`src/rtl/ysyx_23060025_pc_gen_pkg.sv`:
```
// Shared definitions for the next-PC generator.
// Holds the fetch sequencer state encoding, the default reset PC,
// the conventional redirect source indices and an index-width helper.
package ysyx_23060025_pc_gen_pkg;

    typedef enum logic [1:0] {
        BOOT = 2'b00,
        REQ  = 2'b01,
        WAIT = 2'b10
    } pcgen_state_e;

    localparam logic [31:0] PC_RESET_DEFAULT = 32'h8000_0000;

    // Redirect source indices; a lower index wins arbitration.
    localparam int REDIR_BRANCH = 0;
    localparam int REDIR_JMP    = 1;
    localparam int REDIR_CSR    = 2;

    // Width of an index able to name n sources (at least one bit).
    function automatic int idx_width(input int n);
        return (n > 1) ? $clog2(n) : 1;
    endfunction

endpackage

```
`src/rtl/ysyx_23060025_redir_arb.sv`:
```
// Fixed-priority redirect selector.
// Given a valid vector and the matching packed targets, reports whether any
// entry is valid and returns the lowest valid index with its target.
// Entry k occupies target_i[k*ADDR_LEN +: ADDR_LEN].
module ysyx_23060025_redir_arb
    import ysyx_23060025_pc_gen_pkg::*;
#(
    parameter int NUM      = 3,
    parameter int ADDR_LEN = 32
) (
    input  logic [NUM-1:0]            valid_i,
    input  logic [NUM*ADDR_LEN-1:0]   target_i,
    output logic                      any_o,
    output logic [idx_width(NUM)-1:0] idx_o,
    output logic [ADDR_LEN-1:0]       target_o
);

    localparam int IDX_W = idx_width(NUM);

    // Scan from the highest index down so the lowest valid index is the last write.
    always_comb begin
        any_o    = 1'b0;
        idx_o    = '0;
        target_o = '0;
        for (int k = NUM - 1; k >= 0; k--) begin
            if (valid_i[k]) begin
                any_o    = 1'b1;
                idx_o    = IDX_W'(k);
                target_o = target_i[k*ADDR_LEN +: ADDR_LEN];
            end
        end
    end

endmodule

```
`src/rtl/ysyx_23060025_pc_gen.sv`:
```
// Next-PC generator and fetch-request sequencer.
// Holds the fetch PC, issues one valid/ready request per instruction and
// advances only when the current instruction reports done. Redirects from
// several prioritised sources are merged into a single pending slot until
// the advance consumes them.
// Optional build macro YSYX_23060025_PCGEN_MISALIGN_CHECK_EN: redirect
// targets with nonzero low bits are aligned down to 4 bytes and flagged
// on misalign_o; without it targets are used verbatim and misalign_o is 0.
module ysyx_23060025_pc_gen
    import ysyx_23060025_pc_gen_pkg::*;
#(
    parameter int                  ADDR_LEN     = 32,
    parameter int                  NUM_REDIR    = 3,
    parameter logic [ADDR_LEN-1:0] PC_RESET_VAL = ADDR_LEN'(PC_RESET_DEFAULT),
    parameter int                  STEP         = 4
) (
    input  logic                          clock,
    input  logic                          reset,
    input  logic [NUM_REDIR-1:0]          redir_valid_i,
    input  logic [NUM_REDIR*ADDR_LEN-1:0] redir_target_i,
    input  logic                          done_i,
    input  logic                          fetch_ready_i,
    output logic                          fetch_valid_o,
    output logic [ADDR_LEN-1:0]           fetch_pc_o,
    output logic [ADDR_LEN-1:0]           pc_next_o,
    output logic                          redirect_o,
    output logic                          misalign_o
);

    localparam int IDX_W = idx_width(NUM_REDIR);

    pcgen_state_e          state_q;
    pcgen_state_e          state_d;
    logic [ADDR_LEN-1:0]   fetch_pc_q;
    logic                  pend_valid_q;
    logic [IDX_W-1:0]      pend_idx_q;
    logic [ADDR_LEN-1:0]   pend_target_q;
    logic                  redirect_q;

    logic                  live_any;
    logic [IDX_W-1:0]      live_idx;
    logic [ADDR_LEN-1:0]   live_target;
    logic                  live_wins;

    logic                  merge_any;
    logic [0:0]            merge_sel;
    logic [ADDR_LEN-1:0]   merge_target;
    logic [IDX_W-1:0]      merge_idx;

    logic                  advance;
    logic                  latch_en;
    logic                  use_redir;
    logic [ADDR_LEN-1:0]   redir_target;
    logic [ADDR_LEN-1:0]   seq_pc;
    logic [ADDR_LEN-1:0]   pc_next;

    // Lowest-index live redirect request this cycle.
    ysyx_23060025_redir_arb #(
        .NUM      (NUM_REDIR),
        .ADDR_LEN (ADDR_LEN)
    ) u_live_arb (
        .valid_i  (redir_valid_i),
        .target_i (redir_target_i),
        .any_o    (live_any),
        .idx_o    (live_idx),
        .target_o (live_target)
    );

    // The live request beats the pending one on equal or higher priority.
    assign live_wins = live_any && (!pend_valid_q || (live_idx <= pend_idx_q));

    // Merge between the winning live request (slot 0) and the pending one (slot 1).
    ysyx_23060025_redir_arb #(
        .NUM      (2),
        .ADDR_LEN (ADDR_LEN)
    ) u_merge_arb (
        .valid_i  ({pend_valid_q, live_wins}),
        .target_i ({pend_target_q, live_target}),
        .any_o    (merge_any),
        .idx_o    (merge_sel),
        .target_o (merge_target)
    );

    assign merge_idx = merge_sel[0] ? pend_idx_q : live_idx;

    assign advance  = (state_q == WAIT) && done_i;
    assign latch_en = (state_q != BOOT) && live_any && !advance;
    assign seq_pc   = fetch_pc_q + ADDR_LEN'(STEP);

    // Pick the redirect target that an advance would use this cycle.
    always_comb begin
        use_redir    = pend_valid_q;
        redir_target = pend_target_q;
        if (done_i && live_wins) begin
            use_redir    = 1'b1;
            redir_target = live_target;
        end
    end

`ifdef YSYX_23060025_PCGEN_MISALIGN_CHECK_EN
    logic misalign_q;
    logic target_misaligned;

    assign target_misaligned = |redir_target[1:0];

    // Next PC: redirect target aligned down to a word, else sequential.
    always_comb begin
        pc_next = seq_pc;
        if (use_redir) begin
            pc_next = {redir_target[ADDR_LEN-1:2], 2'b00};
        end
    end

    // Flag an advance that had to align its redirect target.
    always_ff @(posedge clock or negedge reset) begin
        if (!reset) begin
            misalign_q <= 1'b0;
        end else begin
            misalign_q <= advance && use_redir && target_misaligned;
        end
    end

    assign misalign_o = misalign_q;
`else
    // Next PC: redirect target verbatim, else sequential.
    always_comb begin
        pc_next = seq_pc;
        if (use_redir) begin
            pc_next = redir_target;
        end
    end

    assign misalign_o = 1'b0;
`endif

    // Sequencer state register.
    always_ff @(posedge clock or negedge reset) begin
        if (!reset) begin
            state_q <= BOOT;
        end else begin
            state_q <= state_d;
        end
    end

    // Sequencer transitions: boot once, request until accepted, wait for done.
    always_comb begin
        state_d = state_q;
        case (state_q)
            BOOT:    state_d = REQ;
            REQ:     if (fetch_ready_i) state_d = WAIT;
            WAIT:    if (done_i) state_d = REQ;
            default: state_d = BOOT;
        endcase
    end

    // Fetch PC only moves on an advance, so it is stable across a handshake.
    always_ff @(posedge clock or negedge reset) begin
        if (!reset) begin
            fetch_pc_q <= PC_RESET_VAL;
        end else if (advance) begin
            fetch_pc_q <= pc_next;
        end
    end

    // Pending flag: cleared by an advance, set by any latched redirect.
    always_ff @(posedge clock or negedge reset) begin
        if (!reset) begin
            pend_valid_q <= 1'b0;
        end else if (advance) begin
            pend_valid_q <= 1'b0;
        end else if (latch_en) begin
            pend_valid_q <= merge_any;
        end
    end

    // Pending payload; only meaningful while the pending flag is set.
    always_ff @(posedge clock) begin
        if (latch_en) begin
            pend_idx_q    <= merge_idx;
            pend_target_q <= merge_target;
        end
    end

    // One-cycle pulse after an advance that took a redirect target.
    always_ff @(posedge clock or negedge reset) begin
        if (!reset) begin
            redirect_q <= 1'b0;
        end else begin
            redirect_q <= advance && use_redir;
        end
    end

    assign fetch_valid_o = (state_q == REQ);
    assign fetch_pc_o    = fetch_pc_q;
    assign pc_next_o     = pc_next;
    assign redirect_o    = redirect_q;

endmodule

```
`config.mk`:
```
export PLATFORM = sky130hd
export DESIGN_NAME = ysyx_23060025_pc_gen
export DESIGN_NICKNAME = d
export VERILOG_FILES = /design/src/rtl/ysyx_23060025_pc_gen_pkg.sv /design/src/rtl/ysyx_23060025_redir_arb.sv /design/src/rtl/ysyx_23060025_pc_gen.sv
export SDC_FILE = /design/constraint.sdc
export NUM_CORES = 1
export LEC_CHECK = 0
export CORE_MARGIN = 2
export CORE_UTILIZATION = 54
export CTS_BUF_LIST = sky130_fd_sc_hd__clkbuf_4
export CTS_CLUSTER_DIAMETER = 60
export DETAILED_ROUTE_END_ITERATION = 7
export GPL_TIMING_DRIVEN = 0
export PLACE_DENSITY = 0.91
export SYNTH_ARGS = -nofsm -noshare
export SYNTH_HDL_FRONTEND = slang
export SYNTH_HIERARCHICAL = 1
export SYNTH_SLANG_ARGS = --single-unit
```
`constraint.sdc`:
```
create_clock -name clock -period 9.9 [get_ports clock]
set_clock_uncertainty 0.2 [all_clocks]
set_input_delay 1.98 -clock clock [delete_from_list [all_inputs] [get_ports clock]]
set_output_delay 1.98 -clock clock [all_outputs]
set_load 0.01 [all_outputs]
```
==> flow_summary.yaml, run 1 <==
run_status:
  status: "finished clean"
die:
  die_w_um: 107
  core_area_mm2: 0.0104
  initial_core_util_pct: 55.8
  io_pins: 170
  dieArea_mm2: 0.0116
  rows: 37
  die_h_um: 107
hold_path:
  hp-class: "flop to flop"
logic_synthesis:
  synth_seq_area_share_pct: 33.3
  ys.flop_type: "dfrtp_1"
  postSynthCellCount: 622
  yosys_register_bits: 70
  synth_edf_count: 34
  post_synth.cell_area_avg_um2: 9.30
  async_flop_share_pct: 51.4
  yosys_warnings: 6
  synthDistinctLibCells: 70
  synth_area_mm2: 0.00578
  synth_fp_nets: 728
clocking:
  clk_pin_slew_ns: 0.12
  htreeDepth: 3
  clock_sinks: 70
  cts_resized: 0
  cts_setup_buffers: 0
  cts-buffers-inserted: 9
  root_buffer: "clkbuf_4"
  clock_latency_ns: 0.45
  clk_path_buf_depth: 2
  cts_tree: "yes"
  cts_hold_buf: 0
drt:
  postRouteAntennaNets: 0
  drt-initial-drc-count: 637
  first_pass_iters: 8
  wl_per_cell_um: 20.2
  wl_met3_um: 2090
  vias_per_cell: 6.30
  wl_um: 19000
  dr_total_vias: 5920
  dr_wl_met2_um: 9040
  wl_met1_um: 7370
  drc_errors: 0
  routed.top_layer: "met4"
power:
  power_uw: 2150
  peakVddDrop_mv: 0.127
  cellPowerDensity_mw_per_mm2: 277
  power.leakage_uw: 0.00297
timing:
  slew_headroom_pct: 40.0
  rsz0062_at_grt: "false"
  worst_slew_pin_slew_ns: 0.900
  finalHoldViolCount: 0
  setup_violations: 0
  slew_viol_final: 0
  post-route-min-period_ns: 7.34
  max_clock_freq_mhz: 136
  final.period_utilization_pct: 74.1
  tns_ns: 0
place:
  gp_congestion: 0.942
  place_area_mm2: 0.00760
  io_buffers: 165
  dpl.hpwl_um: 14600
final_layout:
  fillerInstances: 761
  final_core_util_pct: 74.8
  antenna_cells: 0
  mostFrequentLayoutCells: "164 x clkdlybuf4s50_1, 58 x a21oi_2, 55 x nand2_1"
  design_area_mm2: 0.00776
  drive_above_1_share_pct: 16.1
  nets: 904
  layout_commonest_cell: "clkdlybuf4s50_1"
  areaGrowthSynthToFinish_pct: 34.1
global_route:
  grt_first_pass_wirelength_um: 29400
  antenna_found_initial: 0
  grt_max_degree: 37
  gr-total-overflow: 0
  grt_pass1_vias: 5655
  grtUsageTotal_pct: 32.7
critical_path:
  cp_slowest_cell: "clkdlybuf4s50_1"
  worst_path_largest_cell_delay_ns: 0.50
  worst-setup-path-type: "primary input to primary output"
  path_cells: "buf_6 -> buf_12 -> nor3b_1 -> ha_1 -> nor2b_1 -> o211ai_2 -> nand2_1 -> clkbuf_1 -> a31oi_1 -> o21ai_1 -> clkdlybuf4s50_1"
  critPathCaptureType: "primary output"
  reg2reg_slack_ns: 7.05
  cp_max_fo: 10
  crit_arrival_ns: 5.16
  worstPathRequired_ns: 7.72
  critical_path.startpoint_type: "primary input"
flow_run:
  drv_cap: 0
[registers in the layout, indices dropped and copies added (netlist names)]
| register | cells |
|---|---|
| fetch_pc_o | 32 |
| pend_idx_q | 2 |
| pend_target_q | 32 |
| pend_valid_q | 1 |
| redirect_o | 1 |
| state_q | 2 |
[per-layer routing]
layer | global-route usage, % | up-vias
met5 | 0 | -
met2 | 53.8 | 437
li1 | - | 2674
met3 | 5.33 | 36
met1 | 43.6 | 2773
met4 | 11.9 | 0
[final cells by class]
type / instances / area (um^2) / area share (%)
plain buffers: 54 / 448 / 5.78
flip-flops and latches: 70 / 1920 / 24.8
clock inverters: 7 / 88.8 / 1.15
inverters: 7 / 26.3 / 0.339
repair buffers: 165 / 1650 / 21.2
well taps: 136 / 170 / 2.19
clock buffers: 9 / 67.6 / 0.871
multi-input cells: 491 / 3390 / 43.7
[logic make-up after synthesis]
family	after synthesis	synth area share (%)
compound gates	205	26.5
xor+xnor	23	3.48
fa+ha+maj	3	0.649
buf+inv	61	8.20
flops	70	33.3
mux	13	2.45
other cells	1	0.0649
simple gates	246	25.4
[Yosys cell counts (3+ instances only)]
master | number | share of area [%]
a211o_1 | 4 | 0.61
a211oi_1 | 4 | 0.52
a21oi_1 | 23 | 2.0
a21oi_2 | 58 | 8.8
a221o_1 | 3 | 0.52
a22o_1 | 29 | 4.4
a31oi_1 | 21 | 2.3
and2_1 | 7 | 0.76
and2b_1 | 20 | 2.6
and3_1 | 12 | 1.3
and4_1 | 3 | 0.45
buf_12 | 3 | 1.0
buf_2 | 5 | 0.43
buf_4 | 5 | 0.65
buf_6 | 10 | 1.9
buf_8 | 3 | 0.78
clkbuf_1 | 20 | 1.3
clkbuf_8 | 4 | 0.95
dfrtp_1 | 35 | 15
edfxtp_1 | 34 | 18
ha_1 | 3 | 0.65
inv_1 | 7 | 0.45
mux2_2 | 8 | 1.6
mux2i_1 | 4 | 0.69
nand2_1 | 55 | 3.6
nand2b_1 | 8 | 0.87
nand3_1 | 17 | 1.5
nand3b_1 | 33 | 4.3
nand4_1 | 10 | 1.1
nor2_1 | 32 | 2.1
nor2b_1 | 20 | 2.2
nor3_1 | 3 | 0.26
nor4_1 | 6 | 0.65
o211ai_1 | 13 | 1.7
o21ai_0 | 14 | 1.2
o21ai_1 | 13 | 1.1
o221ai_1 | 3 | 0.45
o22ai_1 | 3 | 0.32
o31ai_1 | 3 | 0.39
or3_1 | 7 | 0.76
xnor2_1 | 9 | 1.4
xor2_1 | 14 | 2.1
[critical path, delay by kind of cell]
family / cells / cell delay (ns)
buffers and inverters: 4 / 1.15
adders and majority gates: 1 / 0.30
and+or+nand+nor: 3 / 0.83
AOI/OAI and AO/OA: 3 / 0.90
[power breakdown]
part	leakage [uW]	switching [uW]	total (uW)	internal, uW
Sequential	0.000771	166	658	493
Combinational	0.00211	643	1270	631
Clock	0.0000810	114	215	101
Total	0.00297	922	2150	1220
[metrics by stage]
step	hold WS (ns)	worst slack (ns)	instances
after global routing	0.367	2.42	939
final	0.346	2.56	939
after detailed placement	0.326	2.69	923
after CTS	0.343	2.68	939
after global placement	0.323	2.78	923
after floorplan	0.320	3.75	622
[worst paths after layout]
kind / startpoint / end / cells past startpoint
hold / removal: fetch_pc_o[31] / fetch_pc_o[31] / 2
setup reg to reg: pend_idx_q[1] / fetch_pc_o[30] / 8
max in group asynchronous: reset / fetch_pc_o[3] / 1
setup / recovery: redir_valid_i[1] / pc_next_o[30] / 11
hold reg to reg: fetch_pc_o[31] / fetch_pc_o[31] / 2
min in group asynchronous: reset / fetch_pc_o[18] / 1
Note: power is estimated with default switching activity, not from simulation.
==> inputs of run 2 (changes only) <==
--- a/config.mk
+++ b/config.mk
@@ -6,12 +6,12 @@
 export NUM_CORES = 1
 export LEC_CHECK = 0
 export CORE_MARGIN = 2
-export CORE_UTILIZATION = 54
+export CORE_UTILIZATION = 45
 export CTS_BUF_LIST = sky130_fd_sc_hd__clkbuf_4
 export CTS_CLUSTER_DIAMETER = 60
 export DETAILED_ROUTE_END_ITERATION = 7
 export GPL_TIMING_DRIVEN = 0
-export PLACE_DENSITY = 0.91
+export PLACE_DENSITY = 0.81
 export SYNTH_ARGS = -nofsm -noshare
 export SYNTH_HDL_FRONTEND = slang
 export SYNTH_HIERARCHICAL = 1
==> constraint.sdc (replaced) <==
create_clock -name clock -period 6.5 [get_ports clock]
set_clock_uncertainty 0.2 [all_clocks]
set_input_delay 1.3 -clock clock [delete_from_list [all_inputs] [get_ports clock]]
set_output_delay 1.3 -clock clock [all_outputs]
set_load 0.01 [all_outputs]
==> flow_summary.yaml, run 2 (synthesis gave the netlist of run 1 again) <==
run_status:
  status: "finished clean"
drt:
  drt-initial-drc-count: 783
  first_pass_iters: 7
  dr_total_vias: 5830
  wl_per_cell_um: 19.5
  vias_per_cell: 5.98
  postRouteAntennaNets: 0
  wl_um: 19000
  drc_errors: 0
global_route:
  grt_first_pass_wirelength_um: 29700
  grt_max_degree: 37
  gr-total-overflow: 0
  grtUsageTotal_pct: 27.0
  antenna_found_initial: 0
  grt_pass1_vias: 5689
power:
  seqPwrFrac_pct: 30.8
  peakVddDrop_mv: 0.145
  p_clk_share_pct: 10.2
  power.leakage_uw: 0.00297
  intPower_uw: 1870
  swShare_pct: 42.9
  cellPowerDensity_mw_per_mm2: 419
  p_sw_uw: 1410
  p_comb_share_pct: 59.0
  power_uw: 3270
hold_path:
  min_from: "fetch_pc_o[31]"
  worstHoldEndpoint: "fetch_pc_o[31]"
  whs_path_depth: 2
  hp-class: "flop to flop"
critical_path:
  reg2reg_slack_ns: 3.72
  timing.rr.end: "fetch_pc_o[30]"
  critical_path.startpoint_type: "primary input"
  rr_worst_depth: 8
  worstPathRequired_ns: 5.00
  r2r-start: "pend_idx_q[1]"
  crit_arrival_ns: 4.41
  crit_path_start: "redir_valid_i[1]"
  critPathCaptureType: "primary output"
  cp_max_fo: 10
  worst-setup-path-type: "primary input to primary output"
clocking:
  clk_pin_slew_ns: 0.12
  cts_resized: 0
  cts-buffers-inserted: 9
  clock_latency_ns: 0.45
  root_buffer: "clkbuf_4"
  cts_tree: "yes"
  clock_sinks: 70
  htreeDepth: 3
  clk_path_buf_depth: 2
  cts_setup_buffers: 0
  cts_hold_buf: 0
place:
  dpl.hpwl_um: 14900
  gp_congestion: 0.914
  io_buffers: 165
die:
  io_pins: 170
  initial_core_util_pct: 46.0
  core_area_mm2: 0.0126
  die_h_um: 117
  rows: 41
  die_w_um: 117
  dieArea_mm2: 0.0138
flow_run:
  drv_cap: 0
final_layout:
  seqCellArea_mm2: 0.00192
  antenna_cells: 0
  multiInputGateArea_mm2: 0.00339
  layout_commonest_cell: "clkdlybuf4s50_1"
  nets: 904
  fillerInstances: 1054
  drive_above_1_share_pct: 16.3
  areaGrowthSynthToFinish_pct: 35.1
  mostFrequentLayoutCells: "164 x clkdlybuf4s50_1, 58 x a21oi_2, 55 x nand2_1"
timing:
  final.period_utilization_pct: 91.0
  rsz0062_at_grt: "false"
  timing.hold.ws_ns: 0.343
  slew_headroom_pct: 40.6
  worst_slew_pin_slew_ns: 0.890
  post-route-min-period_ns: 5.91
  finalHoldViolCount: 0
  setup_violations: 0
  tns_ns: 0
  max_clock_freq_mhz: 169
  slew_viol_final: 0
==> run 2: cell types whose count changed in the layout (fill, tap and decap cells not counted), sizes merged <==
cell	delta
inv	+1
clkinvlp	-1
==> run 2: stage by stage <==
step | util, % | area, um^2 | cells | setup slack (ns)
5_1_grt | 62.1 | 7810 | 975 | 0.413
2_1_floorplan | - | 5780 | 622 | 1.71
4_1_cts | 62.1 | 7810 | 975 | 0.653
6_report | 62.1 | 7810 | 975 | 0.586
3_3_place_gp | 60.9 | 7650 | 959 | 0.707
3_5_place_dp | 60.8 | 7640 | 959 | 0.645
==> run 2: how the worst max path moves through the flow <==
stage          cells after the start  slack (ns)             to
2_1_floorplan                      9        1.71  pc_next_o[18]
3_3_place_gp                      11        0.71  pc_next_o[30]
3_5_place_dp                      11        0.65  pc_next_o[30]
4_1_cts                           11        0.65  pc_next_o[30]
5_1_grt                           11        0.41  pc_next_o[30]
6_report                          11        0.59  pc_next_o[30]
==> run 2: power groups by stage <==
stage	clock (uW)	combinational (uW)	sequential (uW)
6_report	333	1930	1010
5_1_grt	349	2060	1030
4_1_cts	336	1910	999
3_5_place_dp	0	1910	1010
3_3_place_gp	0	1870	992
2_1_floorplan	0	1050	977
==> run 2: worst max-delay path, stage by stage <==
cell             delay [ns]
buf_6                  0.13
buf_12                 0.15
nor3b_1                0.28
ha_1                   0.29
nor2b_1                0.16
o211ai_2               0.30
nand2_1                0.37
clkbuf_1               0.37
a31oi_1                0.42
o21ai_1                0.14
clkdlybuf4s50_1        0.50
==> run 2: final cells by class <==
class	instances	area share, %
clock inverter	7	1.23
timing repair buffer	165	21.1
clock buffer	9	0.865
inverter	7	0.336
multi-input combinational	491	43.4
tap	172	2.76
sequential	70	24.6
buffer	54	5.74
==> run 2: metal layers <==
metal / track usage [%] / vias up / part of all wire [%]
li1: - / 2668 / -
met1: 35.2 / 2764 / 40
met2: 44.3 / 355 / 47
met3: 4.04 / 43 / 9.6
met4: 12.3 / 0 / 3.2
met5: 0 / - / 0
==> inputs of run 3 (changes only) <==
--- a/config.mk
+++ b/config.mk
@@ -9,6 +9,7 @@
 export CORE_UTILIZATION = 45
 export CTS_BUF_LIST = sky130_fd_sc_hd__clkbuf_4
 export CTS_CLUSTER_DIAMETER = 60
+export CTS_CLUSTER_SIZE = 40
 export DETAILED_ROUTE_END_ITERATION = 7
 export GPL_TIMING_DRIVEN = 0
 export PLACE_DENSITY = 0.81
==> results of run 3 <==
The final DEF is identical to that of run 2; final timing and power are the same.
